==> config.mk <==
export PLATFORM = sky130hd
export DESIGN_NAME = osc_meas_sequencer
export DESIGN_NICKNAME = d
export VERILOG_FILES = /design/src/rtl/osc_meas_sequencer.sv
export SDC_FILE = /design/constraint.sdc
export NUM_CORES = 1
export LEC_CHECK = 0
export CAP_MARGIN = 20
export CELL_PAD_IN_SITES_DETAIL_PLACEMENT = 1
export CELL_PAD_IN_SITES_GLOBAL_PLACEMENT = 1
export CORE_ASPECT_RATIO = 2
export CORE_MARGIN = 2
export CORE_UTILIZATION = 46
export CTS_BUF_LIST = sky130_fd_sc_hd__clkbuf_4 sky130_fd_sc_hd__clkbuf_8 sky130_fd_sc_hd__clkbuf_16
export DETAILED_ROUTE_END_ITERATION = 8
export PLACE_DENSITY_LB_ADDON = 0.1
export REMOVE_ABC_BUFFERS = 1
export SYNTH_ARGS = -nofsm -noshare
export SYNTH_HDL_FRONTEND = slang
export SYNTH_SLANG_ARGS = --single-unit
export TNS_END_PERCENT = 10
==> constraint.sdc <==
create_clock -name clk -period 6.9 [get_ports clk]
set_clock_uncertainty 0.15 [all_clocks]
set_input_delay 0.69 -clock clk [delete_from_list [all_inputs] [get_ports clk]]
set_output_delay 0.69 -clock clk [all_outputs]
set_load 0.01 [all_outputs]
==> src/rtl/osc_meas_sequencer.sv <==
// Gated ring-oscillator frequency measurement: clear, enable for N clk cycles,
// settle, capture the synchronized count and stream it out LSB-first as bytes.
//
// state    | meaning
// ---------+-----------------------------------------------------------
// S_IDLE   | waiting for start; validates osc_sel / gate_cycles
// S_CLEAR  | osc_clr high for CLR_CYCLES cycles
// S_RUN    | selected osc_en bit high for gate_cycles cycles
// S_SETTLE | all enables low; async count settles, result captured on last cycle
// S_SEND   | result streamed out over byte_valid/byte_ready, LSB first
module osc_meas_sequencer #(
    parameter int NUM_OSC       = 3,
    parameter int COUNT_W       = 24,
    parameter int GATE_W        = 16,
    parameter int CLR_CYCLES    = 2,
    parameter int SETTLE_CYCLES = 4
) (
    input  logic               clk,
    input  logic               rst_n,
    input  logic               start,
    input  logic               abort,
    input  logic [1:0]         osc_sel,
    input  logic [GATE_W-1:0]  gate_cycles,
    input  logic [COUNT_W-1:0] count_in,
    output logic [NUM_OSC-1:0] osc_en,
    output logic               osc_clr,
    output logic [7:0]         byte_data,
    output logic               byte_valid,
    input  logic               byte_ready,
    output logic [COUNT_W-1:0] result,
    output logic               busy,
    output logic               done,
    output logic               err
);

    localparam int NBYTES = COUNT_W / 8;
    localparam int IDX_W  = (NBYTES > 1) ? $clog2(NBYTES) : 1;
    localparam int TMR_W  = (GATE_W > 8) ? GATE_W : 8;
    localparam logic [IDX_W-1:0]   LAST_IDX = IDX_W'(NBYTES - 1);
    localparam logic [NUM_OSC-1:0] EN_ONE   = NUM_OSC'(1);

    typedef enum logic [2:0] {
        S_IDLE,
        S_CLEAR,
        S_RUN,
        S_SETTLE,
        S_SEND
    } state_t;

    state_t             state_q;
    logic [TMR_W-1:0]   tmr_q;
    logic [1:0]         sel_q;
    logic [GATE_W-1:0]  gate_q;
    logic [COUNT_W-1:0] sync1_q, sync2_q;
    logic [COUNT_W-1:0] result_q;
    logic [IDX_W-1:0]   idx_q;
    logic [NUM_OSC-1:0] osc_en_q;
    logic               osc_clr_q;
    logic [7:0]         byte_data_q;
    logic               byte_valid_q;
    logic               done_q;
    logic               err_q;

    logic [IDX_W-1:0]   idx_d;
    logic [7:0]         byte_nxt_d;

    always_comb begin
        idx_d      = idx_q + 1'b1;
        byte_nxt_d = 8'(result_q >> {idx_d, 3'b000});
    end

    always_ff @(posedge clk or negedge rst_n) begin
        if (!rst_n) begin
            state_q      <= S_IDLE;
            tmr_q        <= '0;
            sel_q        <= '0;
            gate_q       <= '0;
            sync1_q      <= '0;
            sync2_q      <= '0;
            result_q     <= '0;
            idx_q        <= '0;
            osc_en_q     <= '0;
            osc_clr_q    <= 1'b0;
            byte_data_q  <= '0;
            byte_valid_q <= 1'b0;
            done_q       <= 1'b0;
            err_q        <= 1'b0;
        end else begin
            sync1_q <= count_in;
            sync2_q <= sync1_q;
            done_q  <= 1'b0;
            // abort outranks every transition, including the final byte accept
            if (state_q != S_IDLE && abort) begin
                state_q      <= S_IDLE;
                osc_en_q     <= '0;
                osc_clr_q    <= 1'b0;
                byte_valid_q <= 1'b0;
                byte_data_q  <= '0;
                idx_q        <= '0;
            end else begin
                case (state_q)
                    S_IDLE: begin
                        if (start) begin
                            if (32'(osc_sel) >= NUM_OSC || gate_cycles == '0) begin
                                err_q <= 1'b1;
                            end else begin
                                err_q     <= 1'b0;
                                sel_q     <= osc_sel;
                                gate_q    <= gate_cycles;
                                osc_clr_q <= 1'b1;
                                tmr_q     <= TMR_W'(CLR_CYCLES - 1);
                                state_q   <= S_CLEAR;
                            end
                        end
                    end
                    S_CLEAR: begin
                        if (tmr_q == '0) begin
                            osc_clr_q <= 1'b0;
                            osc_en_q  <= EN_ONE << sel_q;
                            tmr_q     <= TMR_W'(gate_q - 1'b1);
                            state_q   <= S_RUN;
                        end else begin
                            tmr_q <= tmr_q - 1'b1;
                        end
                    end
                    S_RUN: begin
                        if (tmr_q == '0) begin
                            osc_en_q <= '0;
                            tmr_q    <= TMR_W'(SETTLE_CYCLES - 1);
                            state_q  <= S_SETTLE;
                        end else begin
                            tmr_q <= tmr_q - 1'b1;
                        end
                    end
                    S_SETTLE: begin
                        // sync2 holds the post-gate count once SETTLE_CYCLES >= 3
                        if (tmr_q == '0) begin
                            result_q     <= sync2_q;
                            byte_data_q  <= sync2_q[7:0];
                            byte_valid_q <= 1'b1;
                            idx_q        <= '0;
                            state_q      <= S_SEND;
                        end else begin
                            tmr_q <= tmr_q - 1'b1;
                        end
                    end
                    S_SEND: begin
                        if (byte_ready) begin
                            if (idx_q == LAST_IDX) begin
                                byte_valid_q <= 1'b0;
                                byte_data_q  <= '0;
                                idx_q        <= '0;
                                done_q       <= 1'b1;
                                state_q      <= S_IDLE;
                            end else begin
                                idx_q       <= idx_d;
                                byte_data_q <= byte_nxt_d;
                            end
                        end
                    end
                    default: state_q <= S_IDLE;
                endcase
            end
        end
    end

    assign osc_en     = osc_en_q;
    assign osc_clr    = osc_clr_q;
    assign byte_data  = byte_data_q;
    assign byte_valid = byte_valid_q;
    assign result     = result_q;
    assign busy       = (state_q != S_IDLE);
    assign done       = done_q;
    assign err        = err_q;

endmodule

==> flow_summary.json, run 1 <==
{
  "outcome": "finished clean",
  "synthAdderAreaFrac_pct": 1.160,
  "grt_max_degree": 74,
  "crit_path_start_kind": "flop",
  "synth_compound_gate_area_share_pct": 12.32,
  "synth_top_area_share_pct": 58.47,
  "finalCritPeriodShare_pct": 47.29,
  "diodes": 0,
  "critPathCaptureType": "flop",
  "initial_utilization_pct": 46.65,
  "drv_cap": 0,
  "rsz0062_at_grt": "false",
  "p_total_mw": 3.032,
  "numCtsBuffers": 17,
  "vdd_drop_max_mv": 0.3147,
  "ios": 87,
  "cts_resized": 0,
  "portBuffers": 86,
  "postCtsHoldBufs": 0,
  "wl_per_cell_um": 20.39,
  "synth_area_per_cell_um2": 12.15,
  "path_max_fanout": 26,
  "yosysWarnings": 0,
  "multi_input_area_um2": 2079,
  "p_leak_nw": 2.956,
  "finalSetupTns_ns": 0,
  "hp-start": "sync1_q[22]",
  "die_w_um": 80.56,
  "fin_nets": 584,
  "avgViaCountPerCell": 5.697,
  "finalMaxSlewViolations": 0,
  "slew_headroom_pct": 36.79,
  "netlist_top_cells_count": "126 x dfrtp_1, 48 x nand2_1, 45 x mux2_2",
  "critical_path_class": "flop to flop",
  "worstPathRequired_ns": 7.05,
  "yosysUniqueCellTypes": 59,
  "synth-xor-area-share_pct": 2.111,
  "fp.coreArea_um2": 11560,
  "synth-seq-cells": 126,
  "antenna_found_initial": 0,
  "hpwl_mm": 8.646,
  "track_usage_pct": 24.10,
  "synth_edf_count": 0,
  "design_area_um2": 6909,
  "fmaxAchievable_mhz": 306.5,
  "post_cts_buffers": 0,
  "num_vias": 3931,
  "synth_top_family_by_area": "compound AO/OA/AOI/OAI gates",
  "seq_area_um2": 3153,
  "cts-root-buf": "clkbuf_16",
  "syn_inst": 444,
  "cts_tree": "built",
  "gp_congestion": 0.8069,
  "min_path_type": "flop to flop",
  "clk_pin_slew_ns": 0.07,
  "grt_pass1_wl_mm": 22.82,
  "ys.flop_type": "dfrtp_1",
  "netlist_area_um2": 5393,
  "clock_latency_ns": 0.42,
  "h-tree-depth": 4,
  "fin_crit_ns": 3.263,
  "crit_arrival_ns": 3.41,
  "fill_cells": 1177,
  "dpl_cell_area_um2": 6325,
  "worstMarginPinSlew_ns": 0.9218,
  "synth_most_common_cell": "dfrtp_1",
  "die_h_um": 157.1,
  "drt_wl_total_mm": 14.07,
  "cts_sinks": 126,
  "powerDensity_nw_per_um2": 438.8,
  "yosys-top-cells-area": "dfrtp_1 58%, mux2_2 9.4%, nand2_1 3.3%",
  "grt_pass1_vias": 4297,
  "drive_gt1_share_pct": 16.88,
  "synth.area.mux_share_pct": 11.28,
  "areaGrowthSynthToFinish_pct": 28.12,
  "drtPass1Iterations": 4,
  "overflow": 0,
  "crit_start": "tmr_q[0]",
  "synth_async_sr_flop_share_pct": 100.0,
  "rows": 56,
  "r2r-start": "tmr_q[0]",
  "yosys.area_share.simple_pct": 11.69,
  "clock_path_buffers": 2,
  "drt_iter0_drc": 195,
  "hold_viol_final": 0,
  "setup_viol": 0,
  "synth_area_leader_cell": "dfrtp_1",
  "ant_nets": 0,
  "die_area_um2": 12660,
  "ys_seq_area_share_pct": 58.47,
  "rrSetupSlack_ns": 3.64,
  "drcViolationCount": 0
}
==> registers in the layout, summed over array words and instances, names as in the netlist, 2 cells and up <==
register   flops
gate_q        16
byte_data      8
sync1_q       24
osc_en         3
sel_q          2
result        24
sync2_q       24
idx_q          2
tmr_q         16
state_q        3
==> metrics by stage <==
step / utilization (%) / worst slack [ns] / hold slack, ns / instances
floorplan: - / 4.161 / 0.1812 / 426
global placement: 54.71 / 3.558 / 0.1813 / 658
detailed placement: 54.71 / 3.514 / 0.1863 / 658
CTS: 59.76 / 3.658 / 0.1989 / 690
global route: 59.76 / 3.425 / 0.2037 / 690
finish: 59.76 / 3.637 / 0.1970 / 690
==> worst paths after layout <==
| path | end | depth (start not counted) |
|---|---|---|
| max in group asynchronous | byte_data[4] | 2 |
| worst max-delay path | tmr_q[12] | 8 |
| min in group asynchronous | tmr_q[14] | 1 |
| worst min register to register | sync2_q[22] | 0 |
| worst max register to register | tmr_q[12] | 8 |
| worst min-delay path | sync2_q[22] | 0 |
==> metal layers <==
metal,vias up,part of all wire [%],track usage [%]
met1,2009,42,29.95
met4,0,1.9,9.605
li1,1797,-,-
met3,27,3.5,4.989
met5,-,0,0
met2,98,52,40.56
==> final cells by class <==
cell class / count / share of cell area [%]
flip-flops and latches: 126 / 45.64
multi-input cells: 288 / 30.10
repair buffers: 87 / 12.53
clock buffers: 18 / 6.356
well taps: 145 / 2.626
clock inverters: 14 / 2.101
inverters: 12 / 0.6519
==> cell families after synthesis <==
group                    count (synthesis)
flip-flops                             126
buffers and inverters                   30
AND/OR/NAND/NOR                        123
adder cells (fa/ha/maj)                  5
multiplexers                            55
AO/OA/AOI/OAI                           92
XOR/XNOR                                13
==> critical path, cell delays in order, from the launching register on <==
cell	delay (ns)
dfrtp_1	0.43
inv_1	0.08
ha_1	0.18
nor3b_2	0.29
nand4_2	0.33
o311ai_4	0.36
and2_1	0.76
a2111oi_0	0.24
a211o_1	0.32
==> report_power, final <==
group	switching [mW]	internal, mW	total, mW	leakage [nW]
Clock	0.372	0.518	0.890	0.279
Combinational	0.555	0.483	1.04	1.10
Sequential	0.191	0.913	1.10	1.58
Total	1.12	1.91	3.03	2.96
==> cells in the final DEF, fill, tap and decap left out, drive strengths merged, types with 13 or more instances in the layout <==
cell,n
mux2,46
clkdlybuf4s50,85
dfrtp,126
nor3,13
nor2,23
inv,20
o21ai,31
clkbuf,18
a22o,13
nand2,49
(Power assumes the default switching activity.)
==> run 2: changes to the inputs <==
CORE_UTILIZATION = 39   (was 46)
clock period = 3 ns   (was 6.9 ns; I/O delays follow)
==> run 2 against run 1 <==
Power increased by 130%. Register-to-register slack got worse by 3.3 ns. First-iteration DRC count decreased by 47%. Via count increased by 0.74%. Die area increased by 17%.
==> flow_summary.json, run 2 (same netlist as run 1, synthesis figures left out) <==
{
  "overflow": 0,
  "fp.coreArea_um2": 13510,
  "hpwl_mm": 9.953,
  "cts-root-buf": "clkbuf_16",
  "finalMaxSlewViolations": 0,
  "rows": 60,
  "drcViolationCount": 0,
  "worstPathRequired_ns": 2.55,
  "portBuffers": 86,
  "cp_slowest_cell": "dfrtp_1",
  "cts_sinks": 126,
  "ios": 87,
  "critPathCaptureType": "output port",
  "avgViaCountPerCell": 5.508,
  "grt_pass1_vias": 4375,
  "wl_met1_mm": 5.026,
  "vdd_drop_max_mv": 0.5861,
  "drv_cap": 0,
  "slew_headroom_pct": 29.32,
  "worstPathCellList": "or2_2, nor2_1, inv_1, clkdlybuf4s50_1",
  "track_usage_pct": 19.77,
  "rrSetupSlack_ns": 0.33,
  "drive_gt1_share_pct": 19.50,
  "areaGrowthSynthToFinish_pct": 32.13,
  "critPathMaxStageDelay_ns": 0.57,
  "place_inst": 686,
  "finalSetupTns_ns": 0,
  "r2r-start": "tmr_q[0]",
  "final_cell_mix": "126 x dfrtp_1, 85 x clkdlybuf4s50_1, 48 x nand2_1",
  "mostFrequentLayoutCell": "dfrtp_1",
  "wl_met3_um": 403,
  "p_leak_nw": 3.077,
  "worstPathBufferInverterCount": 2,
  "diodes": 0,
  "critical_path_class": "flop to output port",
  "fmaxAchievable_mhz": 360.8,
  "grt_max_degree": 57,
  "clk_pin_slew_ns": 0.06,
  "h-tree-depth": 4,
  "num_vias": 3960,
  "drt_wl_total_mm": 13.60,
  "clock_latency_ns": 0.41,
  "holdWs_ns": 0.1778,
  "initial_utilization_pct": 39.91,
  "powerDensity_nw_per_um2": 997.1,
  "wl_per_cell_um": 18.91,
  "die_w_um": 87.15,
  "critical_path.top_delay_family": "simple AND/OR/NAND/NOR gates",
  "post_cts_buffers": 0,
  "outcome": "finished clean",
  "ant_nets": 0,
  "hold_viol_final": 0,
  "gp_congestion": 0.8145,
  "finalCritPeriodShare_pct": 92.40,
  "setup_viol": 0,
  "rsz0062_at_grt": "false",
  "die_area_um2": 14840,
  "crit_path_start_kind": "flop",
  "final_cells": 719,
  "path_max_fanout": 13,
  "fin_nets": 603,
  "dr_wl_met2_mm": 7.753,
  "crit_arrival_ns": 2.32,
  "hp-start": "count_in[7]",
  "crit_start": "state_q[1]",
  "numCtsBuffers": 17,
  "fin_crit_ns": 2.772,
  "fill_cells": 1412,
  "top_layer": "met4",
  "cts_tree": "built",
  "drt_iter0_drc": 103,
  "grt_pass1_wl_mm": 22.25,
  "worstMarginPinSlew_ns": 1.031,
  "min_path_type": "input pin to flop",
  "antenna_found_initial": 0,
  "die_h_um": 170.3,
  "clock_path_buffers": 2,
  "drtPass1Iterations": 4
}
[run 2: repair_timing]
item / 4_1_cts / 5_1_grt
hold buffers: 1 / 0
hold endpoints to repair: 23 / 0
gates resized for setup: 0 / 0
[run 2: path summary, 6_finish.rpt]
kind,end,cells after the start
worst max-delay path,busy,4
worst min-delay path,sync1_q[7],1
worst max register to register,byte_valid,8
worst min register to register,sync2_q[3],0
max in group asynchronous,state_q[1],3
min in group asynchronous,result[22],2
[run 2: routing by layer]
metal / up-vias / track usage, %
li1: 1836 / -
met4: 0 / 9.164
met5: - / 0
met3: 23 / 4.268
met2: 89 / 36.74
met1: 2012 / 20.43
[run 2: final cells by class]
| cell class | instances | area (um^2) | area share [%] |
|---|---|---|---|
| clock inverter | 14 | 160.2 | 2.248 |
| clock buffer | 18 | 432.9 | 6.076 |
| multi-input combinational | 288 | 2079 | 29.18 |
| sequential | 126 | 3153 | 44.25 |
| timing repair buffer | 106 | 1061 | 14.89 |
| tap | 155 | 193.9 | 2.722 |
| inverter | 12 | 45.04 | 0.6321 |
[run 2: per-stage QoR]
step                power [mW]  instance area (um^2)  setup slack (ns)  utilization, %
global route             7.593                  7126           0.07707           52.73
floorplan                3.962                  5278            0.2607               -
CTS                      7.206                  7126            0.1766           52.73
finish                   7.105                  7126            0.2280           52.73
detailed placement       5.123                  6523            0.3745           48.27
global placement         5.034                  6523            0.3854           48.27
[run 2: where the power goes]
group	total, mW	internal [mW]	switching [mW]	leakage (nW)
clock	2.03	1.25	0.782	0.288
sequential	2.50	2.10	0.395	1.58
combinational	2.58	1.25	1.33	1.21
total	7.11	4.60	2.51	3.08
